File: src/rtl/imm_pkg.sv
// rtl/imm_pkg.sv - immediate formats, base opcodes and AUTO format resolution
package imm_pkg;

    typedef enum logic [2:0] {
        FMT_I     = 3'd0,
        FMT_S     = 3'd1,
        FMT_B     = 3'd2,
        FMT_U     = 3'd3,
        FMT_J     = 3'd4,
        FMT_SHAMT = 3'd5,
        FMT_AUTO  = 3'd6,
        FMT_RSVD  = 3'd7
    } fmt_e;

    localparam logic [6:0] OP_IMM    = 7'b0010011;
    localparam logic [6:0] OP_LOAD   = 7'b0000011;
    localparam logic [6:0] OP_JALR   = 7'b1100111;
    localparam logic [6:0] OP_IMM32  = 7'b0011011;
    localparam logic [6:0] OP_STORE  = 7'b0100011;
    localparam logic [6:0] OP_BRANCH = 7'b1100011;
    localparam logic [6:0] OP_LUI    = 7'b0110111;
    localparam logic [6:0] OP_AUIPC  = 7'b0010111;
    localparam logic [6:0] OP_JAL    = 7'b1101111;

    // Opcodes without an immediate resolve to FMT_RSVD so they share the error path.
    function automatic fmt_e resolve_auto(input logic [31:0] instr);
        fmt_e f;
        case (instr[6:0])
            OP_IMM, OP_IMM32: begin
                if (instr[14:12] == 3'b001 || instr[14:12] == 3'b101)
                    f = FMT_SHAMT;
                else
                    f = FMT_I;
            end
            OP_LOAD, OP_JALR:  f = FMT_I;
            OP_STORE:          f = FMT_S;
            OP_BRANCH:         f = FMT_B;
            OP_LUI, OP_AUIPC:  f = FMT_U;
            OP_JAL:            f = FMT_J;
            default:           f = FMT_RSVD;
        endcase
        return f;
    endfunction

endpackage

File: src/rtl/imm_gen_core.sv
// rtl/imm_gen_core.sv - combinational immediate extraction and extension to XLEN
module imm_gen_core
    import imm_pkg::*;
#(
    parameter int XLEN     = 32,
    parameter bit SIGN_EXT = 1'b1
) (
    input  logic [31:0]     instr,
    input  logic [2:0]      fmt,
    output logic [XLEN-1:0] imm,
    output logic            err
);

    fmt_e f;
    logic fill;

    always_comb begin
        f = fmt_e'(fmt);
        if (f == FMT_AUTO)
            f = resolve_auto(instr);
        fill = SIGN_EXT & instr[31];
        imm  = '0;
        err  = 1'b0;
        case (f)
            FMT_I: imm = {{(XLEN-12){fill}}, instr[31:20]};
            FMT_S: imm = {{(XLEN-12){fill}}, instr[31:25], instr[11:7]};
            FMT_B: imm = {{(XLEN-13){fill}}, instr[31], instr[7], instr[30:25],
                          instr[11:8], 1'b0};
            // U is always sign-extended so LUI/AUIPC keep their RV64 meaning.
            FMT_U: imm = XLEN'($signed({instr[31:12], 12'b0}));
            FMT_J: imm = {{(XLEN-21){fill}}, instr[31], instr[19:12], instr[20],
                          instr[30:21], 1'b0};
            FMT_SHAMT: imm = (XLEN == 64) ? XLEN'(instr[25:20]) : XLEN'(instr[24:20]);
            default: err = 1'b1;
        endcase
    end

endmodule

File: src/rtl/imm_gen_pipe.sv
// rtl/imm_gen_pipe.sv - immediate generator with valid/ready handshake and 2-entry output buffer
module imm_gen_pipe
    import imm_pkg::*;
#(
    parameter int XLEN     = 32,
    parameter bit SIGN_EXT = 1'b1,
    parameter int TAG_W    = 4
) (
    input  logic             clk,
    input  logic             rst_n,
    input  logic             in_valid,
    output logic             in_ready,
    input  logic [31:0]      in_instr,
    input  logic [2:0]       in_fmt,
    input  logic [TAG_W-1:0] in_tag,
    output logic             out_valid,
    input  logic             out_ready,
    output logic [XLEN-1:0]  out_imm,
    output logic             out_err,
    output logic [TAG_W-1:0] out_tag
);

    logic [XLEN-1:0]  core_imm;
    logic             core_err;

    imm_gen_core #(
        .XLEN     (XLEN),
        .SIGN_EXT (SIGN_EXT)
    ) u_core (
        .instr (in_instr),
        .fmt   (in_fmt),
        .imm   (core_imm),
        .err   (core_err)
    );

    logic [XLEN-1:0]  imm_q [2];
    logic             err_q [2];
    logic [TAG_W-1:0] tag_q [2];
    logic             wptr;
    logic             rptr;
    logic [1:0]       count;
    logic             push;
    logic             pop;

    // in_ready depends only on the registered count, never on out_ready.
    assign in_ready  = (count < 2'd2);
    assign out_valid = (count != 2'd0);
    assign push      = in_valid & in_ready;
    assign pop       = out_valid & out_ready;

    always_ff @(posedge clk or negedge rst_n) begin
        if (!rst_n) begin
            count <= 2'd0;
            wptr  <= 1'b0;
            rptr  <= 1'b0;
            for (int i = 0; i < 2; i++) begin
                imm_q[i] <= '0;
                err_q[i] <= 1'b0;
                tag_q[i] <= '0;
            end
        end else begin
            if (push) begin
                imm_q[wptr] <= core_imm;
                err_q[wptr] <= core_err;
                tag_q[wptr] <= in_tag;
                wptr        <= ~wptr;
            end
            if (pop)
                rptr <= ~rptr;
            case ({push, pop})
                2'b10:   count <= count + 2'd1;
                2'b01:   count <= count - 2'd1;
                default: count <= count;
            endcase
        end
    end

    // Idle outputs read as zero rather than exposing a stale entry.
    assign out_imm = out_valid ? imm_q[rptr] : '0;
    assign out_err = out_valid ? err_q[rptr] : 1'b0;
    assign out_tag = out_valid ? tag_q[rptr] : '0;

endmodule

File: config.mk
export PLATFORM = sky130hd
export DESIGN_NAME = imm_gen_pipe
export DESIGN_NICKNAME = d
export VERILOG_FILES = /design/src/rtl/imm_pkg.sv /design/src/rtl/imm_gen_core.sv /design/src/rtl/imm_gen_pipe.sv
export SDC_FILE = /design/constraint.sdc
export NUM_CORES = 1
export LEC_CHECK = 0
export BUFFER_PORTS_ARGS = -buffer_cell sky130_fd_sc_hd__buf_4
export CAP_MARGIN = 5
export CORE_ASPECT_RATIO = 1.75
export CORE_MARGIN = 2
export CORE_UTILIZATION = 55
export CTS_CLUSTER_DIAMETER = 40
export DETAILED_ROUTE_END_ITERATION = 6
export PLACE_DENSITY = 0.8
export SETUP_SLACK_MARGIN = 0.2
export SYNTH_ARGS = -nofsm -noshare
export SYNTH_HDL_FRONTEND = slang
export SYNTH_SLANG_ARGS = --single-unit
File: constraint.sdc
create_clock -name clk -period 2.2 [get_ports clk]
set_clock_uncertainty 0.1 [all_clocks]
set_input_delay 0.44 -clock clk [delete_from_list [all_inputs] [get_ports clk]]
set_output_delay 0.44 -clock clk [all_outputs]
set_load 0.02 [all_outputs]
# Yosys cells after proc, flatten, opt, wreduce, memory -nomap -nowiden
# Cells that the tools add are included.
# word_totals
regBits	78
inputBits	43
out_inout_bits	39
# classes
addsub	2
n_lt_le_gt_ge	4
n_eq_ne	19
mux	27
bitwise	6
reduce_logical	9
# op_table
op	n
32-bit one-hot mux with 6 select lines	1
32-bit 2-to-1 mux	5
64-bit bitwise mux	1
32-bit demux with 1-bit select	1
7-bit by 5-bit equality test with 1-bit output, second input constant	3
7-bit equality test, second input constant	3
4-bit 2-to-1 mux	5
3-bit one-hot mux with 6 select lines	1
7-bit by 6-bit equality test with 1-bit output, second input constant	2
3-bit equality test, second input constant	4
8-bit bitwise mux	1
7-bit by 2-bit equality test with 1-bit output, second input constant	1
3-bit by 1-bit equality test with 1-bit output, second input constant	2
3-bit by 2-bit equality test with 1-bit output, second input constant	2
1-bit 2-to-1 mux	6
3-bit 2-to-1 mux	2
2-bit OR reduction	3
6-bit OR reduction	1
4-bit demux with 1-bit select	1
2-bit >= comparator, second input constant	2
1-bit NOT with 2-bit output	2
2-bit one-hot mux with 2 select lines	1
2-bit nonzero test	2
3-bit zero test	1
other kinds (12)	14

# Longest topological paths before layout
# Gate-level depths: netlist of run 1.
# logic_depth
word_depth	9
ltp_mapped	10

# Modules after synthesis
# A second synthesis of run 1 with hierarchy kept.
# hier_totals
cells_unflattened	347
area_unflattened_um2	4254.1
# by_module_without_submodules
module	instances	cells_each	area_per_inst_um2	seq_area_each_um2
imm_gen_pipe	1	254	3534.6	1951.9
imm_gen_core	1	93	719.4	0.0

# Worst setup path after synthesis of run 1
# No wires, ideal clock.
# synth_timing
kind	input-to-reg
from	input in_instr[5]
to	register imm_q[33] (netlist bit)
setup_time_ns	0.125
arrival_time_ns	2.700
setup_slack_ns	-0.725
path_stages	9
path_buffers	2
path_cell_list	mux2_4 or4_1 a211o_1 buf_6 o32a_1 buf_6 and4_4 a311o_1 mux2_2
# synth_between
elab_chain_cells	7
word_cells_on_any_way	22
# synth_lines
item	line_no	text
from (decl)	imm_gen_pipe.sv:13	input logic [31:0] in_instr,
7-bit by 6-bit equality test with 1-bit output, or another cell as far along	imm_pkg.sv:28	case (instr[6:0])
2-bit OR reduction	imm_pkg.sv:28	
3-bit one-hot mux with 6 select lines *	imm_pkg.sv:28	
3-bit 2-to-1 mux *	imm_gen_core.sv:19	if (f == FMT_AUTO)
3-bit equality test, or another cell as far along	imm_gen_core.sv:24	case (f)
32-bit one-hot mux with 6 select lines *	imm_gen_core.sv:24	
64-bit bitwise mux *	imm_gen_pipe.sv:63	imm_q[wptr] <= core_imm;
to (signal, indexed assignment)	imm_gen_pipe.sv:63	
to (decl)	imm_gen_pipe.sv:36	logic [XLEN-1:0] imm_q [2];
# Every way passes the cells marked *; elsewhere a longest branch is shown, timed or not.
# A chain may end at the register's enable or synchronous reset.

# Worst setup path after layout of run 1
# layout_timing
from	input in_instr[5]
to	register imm_q[19] (netlist bit)
# Same word-level chain as after synthesis.

==> results by group, run 1 <==
Status
  • Status: finished with violations
  • Failing checks: negative setup slack

Power
  • P_leak: 2.74 nW
  • Pwr dens: 1490 nW/um^2
  • Peak supply drop: 0.000827 V
  • Design Power: between 0.008 and 0.009 W

Setup path
  • Critical path, cell by cell: buf_6 -> mux2_4 -> or4_4 -> a211o_1 -> buf_4 -> o221ai_2 -> buf_4 -> mux2i_4 -> and3b_2 -> a221o_1
  • Worst path required time: 2.31 ns
  • Reg2reg path depth: 6
  • Max incr delay on CP: between 0.4 and 0.5 ns
  • CP Launch Type: primary input
  • Crit path kind: in -> reg
  • CP endpoint kind: flip-flop
  • Reg2reg setup slack: 0.25 ns
  • Most used cell along the critical path: buf_4
  • Worst Path Max Fanout: 8
  • Critical R2R Capture: imm_q[35]
  • Critical path arrival: 2.79 ns
  • Buf+Inv Stages, Crit Path: 3
  • Kind of cell adding the most delay to the critical path: compound AO/OA/AOI/OAI gates
  • R2r startpoint: count[1]
  • Worst path slowest cell: or4_4

Die
  • Die height: between 100 and 150 um
  • CORE AREA: 6910 sq um
  • Io pins: 82
  • Row count: 40
  • Initial Util: a little under three fifths
  • Die X: 67.9 um
  • Die footprint: 7860 sq um

Logic synthesis
  • Top_reg_cell synth: dfrtp_1
  • YS warnings: 0
  • Post-synth top cells: 78 x dfrtp_1, 55 x nor2_1, 54 x nand2_1
  • Seq cells post-synth: a little under 80
  • Mapped Avg Cell Area: 10.1 sq um
  • Mapped Area: 3930 sq um
  • Syn Nets: 434
  • Share of the synthesized area in the top cell type: roughly half
  • Synth Instances: 390
  • Sequential fraction of the synthesis area: 49.7%
  • Count leader, synth: dfrtp_1
  • Asr flop ratio synth: 100%
  • Synth area leaders: dfrtp_1 50%, mux2i_1 9.4%, a221o_1 7.6%, nor2_1 5.3%, nand2_1 5.2%
  • Area leader, netlist: dfrtp_1
  • Netlist cell types: 45
  • Post-synth EDFFs: 0

Timing
  • Worst Tran Pin Value: 0.588 ns
  • Peak Freq: 373 MHz
  • Final hold violations: 0
  • Final Setup Violations: 62
  • RSZ-0062 raised after global routing: true
  • Fin. max-slew vios: 0
  • Max transition margin: 60.8%
  • Setup ws final: -0.480 ns
  • Minimum clock period: about 2.7 ns
  • Crit share post-route: 122%

Clock tree
  • Clk_lat worst skew: 0.33 ns
  • Clk sinks: 78
  • Maximum clock insertion buffer count: 2
  • H-tree levels: 3
  • CTS Hold Buffers Added: 0
  • Num CTS Buffers: 9
  • CTS clk-pin slew, worst paths: 0.07 ns
  • CTS tree: built
  • Root buf cell: clkbuf_16

Routing
  • Vias per cell: around 6.3
  • Total Wirelength: around 13000 um
  • Detail Route Antenna Nets: 0
  • Total number of vias: around 3800
  • Drt first-iter violations: 605
  • Drt first pass iters: 5
  • DRC: 0
  • Routed wire per std cell: ~21 um

Flow run
  • Maxcap violations: 0

Placement
  • GPL Wtd Cong: 0.881
  • Dpl hpwl: 7400 um
  • I/O Buffers: 81
  • Pre-CTS setup slack: -0.794 ns

GRT
  • Met1 Use GR: a little over a third
  • GR Util met2: 54.5%
  • Largest net degree at the start of global routing: 43
  • Met3 Use GR: 4.47%
  • Initial antenna violation count: 0
  • Overflow after GRT: 0
  • First-pass GRT wire length: 17900 um
  • Vias in the first global route: about 3700
  • Gr usage total: 30.8%
  • GR peak layer: met2

Layout
  • Area grow syn2layout: 45.0%
  • Share of cells above drive strength 1: 39.0%
  • Final net count: 557
  • # diodes: 0
  • Multi-input gate area: between 2000 and 2500 sq um
  • Register area: 1950 sq um
  • Fillers: 396

Hold path
  • Worst hold path class: in -> async
## through the flow
step / setup TNS [ns] / utilization (%) / area, sq um / hold slack, ns / std cells
3_5_place_dp: -42.51 / 71.3 / 4930 / 0.371 / 573
6_report: -22.93 / 82.4 / 5690 / 0.00276 / 602
5_1_grt: -28.59 / 82.4 / 5690 / 0.0496 / 602
4_1_cts: -18.45 / 78.4 / 5410 / 0.0130 / 593
2_1_floorplan: -31.60 / - / 3940 / 0.0444 / 390
3_3_place_gp: -39.15 / 71.3 / 4930 / 0.356 / 573
## layer usage
metal  vias up  share of wire (%)
met3        47                5.9
met5         -                  0
met2       209                 56
met4         0                4.3
met1      1900                 34
li1       1651                  -
## power breakdown
group          switching [W]  leakage [nW]  internal (W)  total (W)
Combinational        0.00223          1.59       0.00210    0.00432
Clock               0.000611         0.156       0.00103    0.00164
Sequential          0.000482         0.992       0.00206    0.00254
## state kept, by name, indices dropped and copies added (netlist names)
| signal | cells |
|---|---|
| wptr | 1 |
| imm_q | 64 |
| count | 2 |
| tag_q | 8 |
| err_q | 2 |
| rptr | 1 |
## final cells by class
class / count / area share [%]
Clock buffer: 11 / 4.26
Clock inverter: 5 / 1.43
Sequential cell: 78 / 34.3
Inverter: 4 / 0.264
Timing Repair Buffer: 140 / 22.3
Multi-Input combinational cell: 280 / 35.5
Tap cell: 84 / 1.85
## layout by cell type (no fill, tap or decap), drive strengths merged, types with 10 or more instances in the layout
cell / count
buf: 138
dfrtp: 78
nor2: 55
nand2: 54
mux2i: 38
a221o: 30
o21ai: 21
clkbuf: 13
nor3: 10
a21oi: 10
## what timing repair did
| item | CTS | global route |
|---|---|---|
| setup endpoints to repair | 101 | 99 |
| pin swaps | 27 | 24 |
| buffers inserted | 3 | 7 |
| cloned | 1 | 2 |
| gates resized for setup | 31 | 41 |
## how the worst max path moves through the flow
stage,startpoint,slack (ns),end,cells past startpoint
floorplan,in_instr[5],-0.72,imm_q[33],9
global placement,in_instr[5],-0.69,imm_q[15],9
detailed placement,in_instr[5],-0.79,imm_q[18],9
CTS,in_instr[5],-0.38,imm_q[1],8
global route,in_instr[5],-0.55,imm_q[19],10
finish,in_instr[5],-0.48,imm_q[19],10
## kinds of logic (layout without fill, tap and decap cells)
family	after synthesis	in the layout	share of synthesized area [%]
buffers and inverters	32	160	3.92
adders and majority gates	1	1	0.319
AOI/OAI and AO/OA	83	83	16.5
xor gates and xnor gates	5	5	1.12
and+or+nand+nor	146	146	16.3
muxes	45	45	12.1
DFF	78	78	49.7
Power figures use the tool's default switching activity.
==> run 2, diff against run 1 <==
==> constraint.sdc (replaced) <==
create_clock -name clk -period 2.68 [get_ports clk]
set_clock_uncertainty 0.1 [all_clocks]
set_input_delay 0.536 -clock clk [delete_from_list [all_inputs] [get_ports clk]]
set_output_delay 0.536 -clock clk [all_outputs]
set_load 0.02 [all_outputs]
==> run 2 against run 1 <==
Compared with the run above:
- the flow now finishes without violations
- register-to-register slack gained 0.12 ns
- clock power is 26% lower
- final area is 3.4% lower
- critical endpoint is now imm_q[1]
- largest cell class unchanged
==> results by group, run 2 (synthesized netlist as in run 1, its figures left out) <==
Setup path
  • Crit path kind: in -> reg
  • CP endpoint kind: flip-flop
  • Reg2reg path depth: 5 (-1)
  • Critical path arrival: 2.79 ns (about the same)
  • CP Launch Type: primary input
  • Buf+Inv Stages, Crit Path: 1 (-2)
  • Worst Path Max Fanout: 5 (-3)
  • Reg2reg setup slack: 0.37 ns (+0.12 ns)
  • Critical path, cell by cell: buf_6 -> mux2_4 -> or4_1 -> a211o_1 -> o32a_1 -> and4_4 -> a311o_1 -> mux2_2
  • Worst path slowest cell: o32a_1
  • Kind of cell adding the most delay to the critical path: compound AO/OA/AOI/OAI gates
  • Max incr delay on CP: 0.42 ns (about the same)
  • Worst path required time: 2.80 ns (+0.49 ns)
  • Critical R2R Capture: imm_q[44]
  • R2r startpoint: count[1]

Layout
  • Commonest non-fill, non-tap cell in the layout: buf_4
  • Largest Register: imm_q
  • # diodes: 0 (unchanged)
  • Biggest regs: imm_q (64), tag_q (8)
  • Final net count: 540 (-3.1%)
  • Area grow syn2layout: 40.1%
  • Commonest non-fill, non-tap cells in the layout: 109 x buf_4, 77 x dfrtp_1, 54 x nor2_1
  • Max reg flops: 64 (unchanged)
  • Share of cells above drive strength 1: 37.3% (-1.7 points)

Power
  • P_leak: 2.69 nW (-1.7%)
  • Peak supply drop: 0.000683 V (-17%)
  • Pwr dens: 1150 nW/um^2 (-23%)

Hold path
  • Worst hold path class: in -> async

Timing
  • RSZ-0062 raised after global routing: true
  • Setup TNS: 0 ns (+22.93 ns)
  • Worst Tran Pin Value: 0.845 ns (+0.257 ns)
  • Peak Freq: 374 MHz
  • Fin Hold WS: 0.123 ns (+0.120 ns)
  • Final hold violations: 0 (unchanged)
  • Max transition margin: 43.5% (-17 points)
  • Minimum clock period: about 2.7 ns
  • Crit share post-route: between 90% and 100%
  • Fin. max-slew vios: 0 (unchanged)
  • Final Setup Violations: 0 (-100%)

GRT
  • Overflow after GRT: 0 (unchanged)
  • Vias in the first global route: 3543 (-4.2%)
  • Initial antenna violation count: 0 (unchanged)
  • First-pass GRT wire length: 17600 um (-1.8%)
  • Gr usage total: 30.7% (-0.094 points)
  • Largest net degree at the start of global routing: 49 (+14%)

Routing
  • Routed wire per std cell: 19.5 um (-9.5%)
  • Metal-1 WL: 4110 um (-6.8%)
  • Drt first-iter violations: 432 (-29%)
  • Drt first pass iters: 6 (+1)
  • Vias per cell: 6.17 (-2.5%)
  • Total Wirelength: 11400 um (-12%)
  • DRC: 0 (unchanged)
  • Total number of vias: 3607 (-5.3%)
  • Met3 routed WL: 685 um (-9.6%)
  • Detail Route Antenna Nets: 0 (unchanged)
  • Max Used Layer: met4
  • Routed wl met2: 6250 um (-13%)

Clock tree
  • CTS tree: built
  • Clk_lat worst skew: 0.33 ns (about the same)
  • Maximum clock insertion buffer count: 2 (unchanged)
  • Num CTS Buffers: 9 (unchanged)
  • Root buf cell: clkbuf_16
  • Clk sinks: 78 (unchanged)
  • H-tree levels: 3 (unchanged)
  • CTS clk-pin slew, worst paths: 0.06 ns (about the same)

Die
  • Die footprint: 7860 sq um (unchanged)
  • Row count: 40 (unchanged)
  • Initial Util: 56.8% (unchanged)
  • Die height: 116 um (unchanged)
  • CORE AREA: 6910 sq um (unchanged)
  • Die X: 67.9 um (unchanged)
  • Io pins: 82 (unchanged)

Flow run
  • Maxcap violations: 0 (unchanged)

Placement
  • GPL Wtd Cong: 0.797 (-9.6%)
  • I/O Buffers: 81 (unchanged)
  • Dpl hpwl: 7150 um (-3.4%)

Status
  • Status: finished, final reports clean
[run 2: cell count changes in the layout (fill, tap and decap cells not counted), moves of 4 or more]
cell,previous run,this run
nor3_2,0,6
mux2i_1,29,37
nor2_1,48,54
mux2i_4,6,1
nand2_1,52,48
a21oi_4,1,5
nand2_4,0,6
buf_4,117,109
o21ai_2,3,8
nor3_1,10,4
nor2_2,7,1
a21oi_1,9,3
[run 2: layout make-up]
type	count	area, sq um
multi-input cells	280	2060
clock inverters	5	56.3
repair buffers	123	1060
fillers	453	1410
inverters	4	15.0
clock buffers	11	243
well taps	84	105
flip-flops and latches	78	1960
[run 2: worst max path at each step]
stage / from / end / slack [ns] / cells after the start
3_5_place_dp: in_instr[5] / imm_q[18] / -0.40 / 10
5_1_grt: in_instr[5] / imm_q[1] / -0.07 / 8
2_1_floorplan: in_instr[5] / imm_q[33] / -0.34 / 9
4_1_cts: in_instr[5] / imm_q[1] / 0.005 / 8
3_3_place_gp: in_instr[5] / imm_q[15] / -0.35 / 10
6_report: in_instr[5] / imm_q[1] / 0.006 / 8
[run 2: repair_timing]
item | in CTS | in global routing
buffers inserted | 3 | 1
endpoints found under the setup margin | 62 | 75
hold buffers | 0 | 0
cloned | 1 | 0
gates resized for setup | 56 | 19
hold endpoints to repair | 0 | 0
pin swaps | 15 | 12
[run 2: per-stage QoR]
stage,power [W],worst slack [ns],area (sq um),cells,utilization [%]
final,0.00630,0.00554,5500,585,79.6
after global routing,0.00666,-0.0653,5500,585,79.6
after CTS,0.00623,0.00525,5400,584,78.2
after detailed placement,0.00489,-0.405,4860,564,70.3
after global placement,0.00477,-0.348,4860,564,70.3
after floorplan,0.00378,-0.341,3940,390,-
[run 2: layer usage]
layer  global-route usage (%)  up-vias
li1                         -     1620
met3                     6.50       27
met2                     54.5      176
met1                     34.8     1784
met5                        0        -
met4                     12.7        0
[run 2: worst reg2reg max path, stage by stage, from the launching register on]
cell and delay (ns):
dfrtp_1 0.40, nor2b_1 0.37, nand2b_1 0.22, buf_4 0.26, nor2_1 0.67, nor3_1 0.14
[run 2: where the power goes]
part	total (W)	switching (W)	internal, W
registers	0.00207	0.000373	0.00170
clock network	0.00121	0.000467	0.000746
logic	0.00302	0.00163	0.00138
